## config.mk

```make
export PLATFORM = sky130hd
export DESIGN_NAME = muldiv_unit_flat
export DESIGN_NICKNAME = d
export VERILOG_FILES = /design/src/rtl/muldiv_if.sv /design/src/rtl/muldiv_unit.sv /design/src/flat_wrapper.sv
export SDC_FILE = /design/constraint.sdc
export NUM_CORES = 2
export LEC_CHECK = 0
export ABC_AREA = 1
export BUFFER_PORTS_ARGS = -buffer_cell sky130_fd_sc_hd__buf_2
export CORE_UTILIZATION = 50
export CTS_CLUSTER_DIAMETER = 40
export DETAILED_ROUTE_END_ITERATION = 6
export PLACE_DENSITY = 0.69
export SLEW_MARGIN = 20
export SYNTH_ARGS = -nofsm -noshare
export SYNTH_HDL_FRONTEND = slang
export SYNTH_SLANG_ARGS = --single-unit
```

## constraint.sdc

```tcl
create_clock -name clk -period 8.4 [get_ports clk]
set_clock_uncertainty 0.1 [all_clocks]
set_input_delay 0.42 -clock clk [delete_from_list [all_inputs] [get_ports clk]]
set_output_delay 0.42 -clock clk [all_outputs]
set_load 0.05 [all_outputs]
```

## src/rtl/muldiv_if.sv

```systemverilog
// Request/response bundle between the EX stage and the multiply/divide unit.
//   flush        master->slave  kill the op in flight
//   req_valid    master->slave  request present
//   req_ready    slave->master  unit can accept this cycle
//   req_op       master->slave  funct3 (0 MUL .. 7 REMU)
//   req_op1/2    master->slave  rs1 / rs2 values
//   resp_valid   slave->master  result valid, held until resp_ready
//   resp_ready   master->slave  consumer takes the result
//   resp_result  slave->master  registered result
//   busy         slave->master  unit not idle
interface muldiv_if #(
    parameter int XLEN = 32
);
    logic            flush;
    logic            req_valid;
    logic            req_ready;
    logic [2:0]      req_op;
    logic [XLEN-1:0] req_op1;
    logic [XLEN-1:0] req_op2;
    logic            resp_valid;
    logic            resp_ready;
    logic [XLEN-1:0] resp_result;
    logic            busy;

    modport master (
        output flush, req_valid, req_op, req_op1, req_op2, resp_ready,
        input  req_ready, resp_valid, resp_result, busy
    );

    modport slave (
        input  flush, req_valid, req_op, req_op1, req_op2, resp_ready,
        output req_ready, resp_valid, resp_result, busy
    );
endinterface

```

## src/rtl/muldiv_unit.sv

```systemverilog
// Multi-cycle RV32M/RV64M multiply/divide unit sitting beside the ALU in EX.
// Multiplies finish after a fixed latency; divides run a 1-bit/cycle restoring
// iteration on magnitudes followed by a sign fix-up cycle. Divide-by-zero and
// signed overflow are resolved at accept and complete in one cycle.
//   clk, rst_n   clock (rising edge) and asynchronous active-low reset
//   bus          muldiv_if.slave: request/response handshake, flush, busy
//
// state  | meaning
// -------+-----------------------------------------------------------
// IDLE   | waiting for a request
// MUL    | product settling, counter runs MUL_LATENCY-1 cycles
// DIV    | restoring iterations on operand magnitudes, XLEN cycles
// FIX    | apply quotient/remainder signs
// DONE   | resp_valid high, result held until resp_ready
module muldiv_unit #(
    parameter int XLEN        = 32,
    parameter int MUL_LATENCY = 2
) (
    input  logic      clk,
    input  logic      rst_n,
    muldiv_if.slave   bus
);
    typedef enum logic [2:0] {S_IDLE, S_MUL, S_DIV, S_FIX, S_DONE} state_t;

    localparam int CNT_W = 8;
    localparam logic [XLEN-1:0] MIN_NEG = {1'b1, {(XLEN-1){1'b0}}};

    state_t          state, state_nxt, entry_state;
    logic            req_ready, accept;
    logic [2:0]      op_q;
    logic [XLEN-1:0] a_q, b_q, rem_q, res_q;
    logic            quo_neg, rem_neg;
    logic [CNT_W-1:0] cnt;

    // Incoming request decode
    logic            in_signed, in_neg1, in_neg2, op2_zero, ovf, special;
    logic [XLEN-1:0] mag1, mag2, special_res;

    assign in_signed = !bus.req_op[0];
    assign in_neg1   = in_signed & bus.req_op1[XLEN-1];
    assign in_neg2   = in_signed & bus.req_op2[XLEN-1];
    assign mag1      = in_neg1 ? -bus.req_op1 : bus.req_op1;
    assign mag2      = in_neg2 ? -bus.req_op2 : bus.req_op2;
    assign op2_zero  = (bus.req_op2 == '0);
    assign ovf       = in_signed && (bus.req_op1 == MIN_NEG) && (&bus.req_op2);
    assign special   = bus.req_op[2] & (op2_zero | ovf);
    // Division by zero wins over overflow (op2 cannot be both zero and all ones).
    assign special_res = op2_zero ? (bus.req_op[1] ? bus.req_op1 : '1)
                                  : (bus.req_op[1] ? '0 : bus.req_op1);

    // Multiply: sign-extending both operands to 2*XLEN makes the low 2*XLEN
    // bits of a plain product correct for signed, mixed and unsigned forms.
    logic              a_sx, b_sx;
    logic [2*XLEN-1:0] a_w, b_w, prod;
    logic [XLEN-1:0]   mul_res;

    assign a_sx    = ((op_q == 3'd1) || (op_q == 3'd2)) & a_q[XLEN-1];
    assign b_sx    = (op_q == 3'd1) & b_q[XLEN-1];
    assign a_w     = {{XLEN{a_sx}}, a_q};
    assign b_w     = {{XLEN{b_sx}}, b_q};
    assign prod    = a_w * b_w;
    assign mul_res = (op_q[1:0] == 2'b00) ? prod[XLEN-1:0] : prod[2*XLEN-1:XLEN];

    // Divide step: a_q shifts the dividend out at the top and collects quotient bits.
    logic [XLEN:0]   rem_sh, diff;
    logic [XLEN-1:0] fix_res;

    assign rem_sh  = {rem_q, a_q[XLEN-1]};
    assign diff    = rem_sh - {1'b0, b_q};
    assign fix_res = op_q[1] ? (rem_neg ? -rem_q : rem_q)
                             : (quo_neg ? -a_q : a_q);

    // State register
    always_ff @(posedge clk or negedge rst_n) begin
        if (!rst_n) state <= S_IDLE;
        else        state <= state_nxt;
    end

    // Next state
    always_comb begin
        entry_state = !bus.req_op[2] ? S_MUL : (special ? S_DONE : S_DIV);
        state_nxt   = state;
        case (state)
            S_IDLE: if (accept) state_nxt = entry_state;
            S_MUL:  if (cnt <= CNT_W'(1)) state_nxt = S_DONE;
            S_DIV:  if (cnt == '0) state_nxt = S_FIX;
            S_FIX:  state_nxt = S_DONE;
            S_DONE: begin
                if (accept)              state_nxt = entry_state;
                else if (bus.resp_ready) state_nxt = S_IDLE;
            end
            default: state_nxt = S_IDLE;
        endcase
        if (bus.flush) state_nxt = S_IDLE;
    end

    // Outputs
    always_comb begin
        req_ready      = !bus.flush && ((state == S_IDLE) || ((state == S_DONE) && bus.resp_ready));
        accept         = bus.req_valid && req_ready;
        bus.req_ready  = req_ready;
        bus.resp_valid = (state == S_DONE);
        bus.busy       = (state != S_IDLE);
    end

    assign bus.resp_result = res_q;

    // Datapath
    always_ff @(posedge clk or negedge rst_n) begin
        if (!rst_n) begin
            op_q    <= '0;
            a_q     <= '0;
            b_q     <= '0;
            rem_q   <= '0;
            res_q   <= '0;
            quo_neg <= 1'b0;
            rem_neg <= 1'b0;
            cnt     <= '0;
        end else if (bus.flush) begin
            cnt <= '0;
        end else if (accept) begin
            op_q  <= bus.req_op;
            rem_q <= '0;
            cnt   <= bus.req_op[2] ? CNT_W'(XLEN-1) : CNT_W'(MUL_LATENCY-1);
            if (bus.req_op[2]) begin
                a_q     <= mag1;
                b_q     <= mag2;
                quo_neg <= in_neg1 ^ in_neg2;
                rem_neg <= in_neg1;
            end else begin
                a_q <= bus.req_op1;
                b_q <= bus.req_op2;
            end
            if (special) res_q <= special_res;
        end else begin
            case (state)
                S_MUL: begin
                    if (cnt <= CNT_W'(1)) res_q <= mul_res;
                    else                  cnt   <= cnt - 1'b1;
                end
                S_DIV: begin
                    if (!diff[XLEN]) begin
                        rem_q <= diff[XLEN-1:0];
                        a_q   <= {a_q[XLEN-2:0], 1'b1};
                    end else begin
                        rem_q <= rem_sh[XLEN-1:0];
                        a_q   <= {a_q[XLEN-2:0], 1'b0};
                    end
                    if (cnt != '0) cnt <= cnt - 1'b1;
                end
                S_FIX:   res_q <= fix_res;
                default: ;
            endcase
        end
    end
endmodule

```

## src/flat_wrapper.sv

```systemverilog
// flat-port wrapper written by rule: the top's interface ports become plain ports
module muldiv_unit_flat 
#(
    parameter int XLEN        = 32,
    parameter int MUL_LATENCY = 2
)
  (clk, rst_n, bus_flush, bus_req_valid, bus_req_op, bus_req_op1, bus_req_op2, bus_resp_ready, bus_req_ready, bus_resp_valid, bus_resp_result, bus_busy);
  muldiv_if #(.XLEN(XLEN)) bus_i ();
  input  logic clk;
  input  logic rst_n;
  input wire logic [$bits(bus_i.flush)-1:0] bus_flush;
  input wire logic [$bits(bus_i.req_valid)-1:0] bus_req_valid;
  input wire logic [$bits(bus_i.req_op)-1:0] bus_req_op;
  input wire logic [$bits(bus_i.req_op1)-1:0] bus_req_op1;
  input wire logic [$bits(bus_i.req_op2)-1:0] bus_req_op2;
  input wire logic [$bits(bus_i.resp_ready)-1:0] bus_resp_ready;
  output wire logic [$bits(bus_i.req_ready)-1:0] bus_req_ready;
  output wire logic [$bits(bus_i.resp_valid)-1:0] bus_resp_valid;
  output wire logic [$bits(bus_i.resp_result)-1:0] bus_resp_result;
  output wire logic [$bits(bus_i.busy)-1:0] bus_busy;
  assign bus_i.flush = bus_flush;
  assign bus_i.req_valid = bus_req_valid;
  assign bus_i.req_op = bus_req_op;
  assign bus_i.req_op1 = bus_req_op1;
  assign bus_i.req_op2 = bus_req_op2;
  assign bus_i.resp_ready = bus_resp_ready;
  assign bus_req_ready = bus_i.req_ready;
  assign bus_resp_valid = bus_i.resp_valid;
  assign bus_resp_result = bus_i.resp_result;
  assign bus_busy = bus_i.busy;
  muldiv_unit #(.XLEN(XLEN), .MUL_LATENCY(MUL_LATENCY)) u_core (.clk(clk), .rst_n(rst_n), .bus(bus_i));
endmodule
```

==> impl_metrics.py <==
metrics = {
    "run_status": {
        "status": "completed",
    },
    "layout": {
        "drive_gt1_share_pct": 7.07,
        "finish.instance_area_um2": 57400,
        "nFillCells": 10300,
        "area_growth_pct": 7.87,
        "final_cell_mix": "nand2_1, inv_1, fa_1",
        "nNetsFinal": 8675,
        "final_common_cell": "nand2_1",
        "multi_input_area_um2": 41300,
        "seq_area_um2": 3610,
    },
    "yosys": {
        "muxShareOfSynthArea_pct": 0,
        "synth_xor_area_share_pct": 1.43,
        "synth_warnings": 0,
        "netlist_instances": 7180,
        "syn_area_per_cell_um2": 7.41,
        "synth_edf_count": 0,
        "yosys.area_share.simple_pct": 20.5,
        "ys_seq_area_share_pct": 6.77,
        "synth_area_um2": 53200,
        "ys_ff_latch": 144,
        "ys.flop_type": "dfrtp_1",
        "synth_nets": 8631,
        "synthArstFlopShare_pct": 100,
        "synth_compound_area_share_pct": 7.27,
        "synth_top_family_by_area": "adder cells",
        "synthAdderAreaFrac_pct": 48.3,
        "synth.distinct_cells": 63,
    },
    "setup_path": {
        "critPathCapture": "u_core.bus.resp_result[0]$_DFFE_PN0P_",
        "crit_slowest_cell": "dfrtp_1",
        "r2r_cells": 24,
        "cp-startpoint": "u_core.b_q[27]$_DFFE_PN0P_",
        "rr_endpoint": "u_core.bus.resp_result[0]$_DFFE_PN0P_",
        "slowest_delay_ns": 0.94,
        "critPathKind": "reg -> reg",
        "regToRegSetupSlack_ns": 0.26,
        "path_max_fanout": 9,
        "arrival_ns": 8.46,
        "critical_path_required_ns": 8.73,
        "end_kind": "flop",
        "path_cells": "buf_4 -> nand2_1 -> fa_1 -> fa_1 -> fa_1 -> inv_1 -> fa_1 -> inv_1 -> fa_1 -> fa_1 -> fa_1 -> inv_1 -> fa_1 -> ha_1 -> a21oi_1 -> o21ai_0 -> a21oi_1 -> o21ai_0 -> o21ai_0 -> nand2_1 -> o21ai_0 -> buf_4 -> nand2_1 -> a21oi_1",
        "cpMostUsedCell": "fa_1",
        "cp-start-kind": "flop",
        "r2r_start": "u_core.b_q[27]$_DFFE_PN0P_",
    },
    "clock_tree": {
        "cts_tree": "done",
        "numCtsBuffers": 17,
        "worstSkewPairLatency_ns": 0.49,
        "path_clk_slew_ns": 0.08,
        "clockBufferDepth": 2,
        "cts_root_buffer": "clkbuf_16",
        "htree_levels": 4,
        "cts_sinks": 144,
    },
    "die": {
        "fp.dieH_um": 328,
        "dieArea_um2": 108000,
        "core-area_um2": 105000,
        "die_w_um": 328,
        "core.rowCount": 119,
        "ios": 107,
        "start_util_pct": 50.5,
    },
    "grt": {
        "grt_pass1_wl_mm": 288,
        "grt_pass1_vias": 48300,
        "grtUsageTotal_pct": 35.4,
        "grt_max_degree": 90,
        "antenna_found_initial": 8,
        "grt_remaining_overflow": 0,
    },
    "min_path": {
        "hold_class": "in -> reg",
    },
    "placed_design": {
        "io_buffers": 106,
        "place.gp.congestion": 1.04,
        "dpl_cell_area_um2": 56700,
        "dp_hpwl_mm": 155,
    },
    "detailed_routing": {
        "via_per_inst": 5.42,
        "drtIter0Drc": 4288,
        "detail_route.wl_per_cell_um": 21.4,
        "drc": 0,
        "wl_mm": 185,
        "num_vias": 46800,
        "dr.pass1.iters": 6,
        "drtAntennaViolNets": 0,
    },
    "sta": {
        "slew_headroom_pct": 28.6,
        "post-route-period-util_pct": 96.9,
        "hold_slack_ns": 0.0413,
        "max_freq_ghz": 0.123,
        "finalHoldViolations": 0,
        "setup_viol_count_final": 0,
        "worst_pin_slew_ns": 1.07,
        "finalCriticalPeriod_ns": 8.14,
        "drv_slew": 0,
    },
    "job": {
        "maxCapViolCount": 0,
    },
}
## metal layers
layer	wire (µm)	part of all wire [%]	global-route usage, %
met5	27	0.015	0
met4	5730	3.1	9.89
met2	84700	46	56.4
met1	77400	42	49.3
met3	17000	9.2	6.96
## worst min-delay path by stage
stage,start,endpoint,slack [ns],cells past startpoint
detailed placement,u_core.bus.resp_result[1]$_DFFE_PN0P_,u_core.bus.resp_result[1]$_DFFE_PN0P_,0.39,2
finish,bus_resp_ready,u_core.state[2]$_DFFE_PN0P_,0.04,2
global route,bus_resp_ready,u_core.state[2]$_DFFE_PN0P_,0.05,2
global placement,u_core.bus.resp_result[1]$_DFFE_PN0P_,u_core.bus.resp_result[1]$_DFFE_PN0P_,0.36,2
floorplan,rst_n,u_core.a_q[0]$_DFFE_PN0P_,0.02,0
CTS,bus_resp_ready,u_core.state[2]$_DFFE_PN0P_,0.01,2
## state kept, by name, summed over array words and instances, names as in the netlist
register,cells
u_core.a_q,32
u_core.b_q,32
u_core.bus.resp_result,32
u_core.cnt,8
u_core.op_q,3
u_core.quo_neg,1
u_core.rem_neg,1
u_core.rem_q,32
u_core.state,3
## per-stage QoR
stage	std cells	utilization, %	setup TNS, ns	worst slack (ns)
floorplan	7180	-	0	0.424
global placement	8591	53.8	0	0.139
detailed placement	8591	53.8	0	0.172
CTS	8624	54.3	0	0.121
global route	8630	54.5	-0.0620	-0.0300
finish	8631	54.5	0	0.263
## synth_stat cells, drive strengths merged, types with 13 or more instances
cell    count  area [µm²]
nand2    1874        7090
inv      1844        6920
fa       1126       22500
nor2      391        1520
o21ai     302        1540
a21oi     299        1510
clkbuf    259         972
ha        253        3170
nand3     252        1300
dfrtp     144        3600
buf        90         485
xor2       60         526
nor3       56         343
nand4      47         334
xnor2      27         236
o211ai     26         195
o21bai     19         143
nor4       16         106
nand3b     15         113
a31oi      13        81.3
## final cells by class
class                           count  area share (%)
Sequential cell                   144            6.29
Inverter                         1849            12.1
Timing Repair Buffer              374            5.58
Clock buffer                       18           0.765
Tap cell                         1391            3.03
Multi-Input combinational cell   4838            72.0
Antenna cell                        3          0.0131
Clock inverter                     14           0.248
## worst max-delay path: cells and delay by family (launching register included)
family,cells,cell delay [ns]
AO/OA/AOI/OAI,7,1.79
AND/OR/NAND/NOR,3,0.28
adder cells (fa/ha/maj),9,4.28
buffers and inverters,5,0.68
flip-flops,1,0.94
## kinds of logic (layout without fill, tap and decap cells)
logic type | count (synthesis) | in the layout
AOI/OAI and AO/OA | 709 | 709
xor gates and xnor gates | 87 | 87
adders and majority gates | 1379 | 1379
buffers and inverters | 2198 | 2255
DFF | 144 | 144
other | 0 | 3
and+or+nand+nor | 2663 | 2663
## what timing repair did
action / CTS / global route
endpoints found under the setup margin: 0 / 26
setup buffers: 0 / 4
gates resized for setup: 0 / 39
endpoints found under the hold margin: 69 / 0
hold buffers: 1 / 0
Power is not shown: default switching activity piles up to over one toggle a cycle in this logic, so the estimate is an artifact.
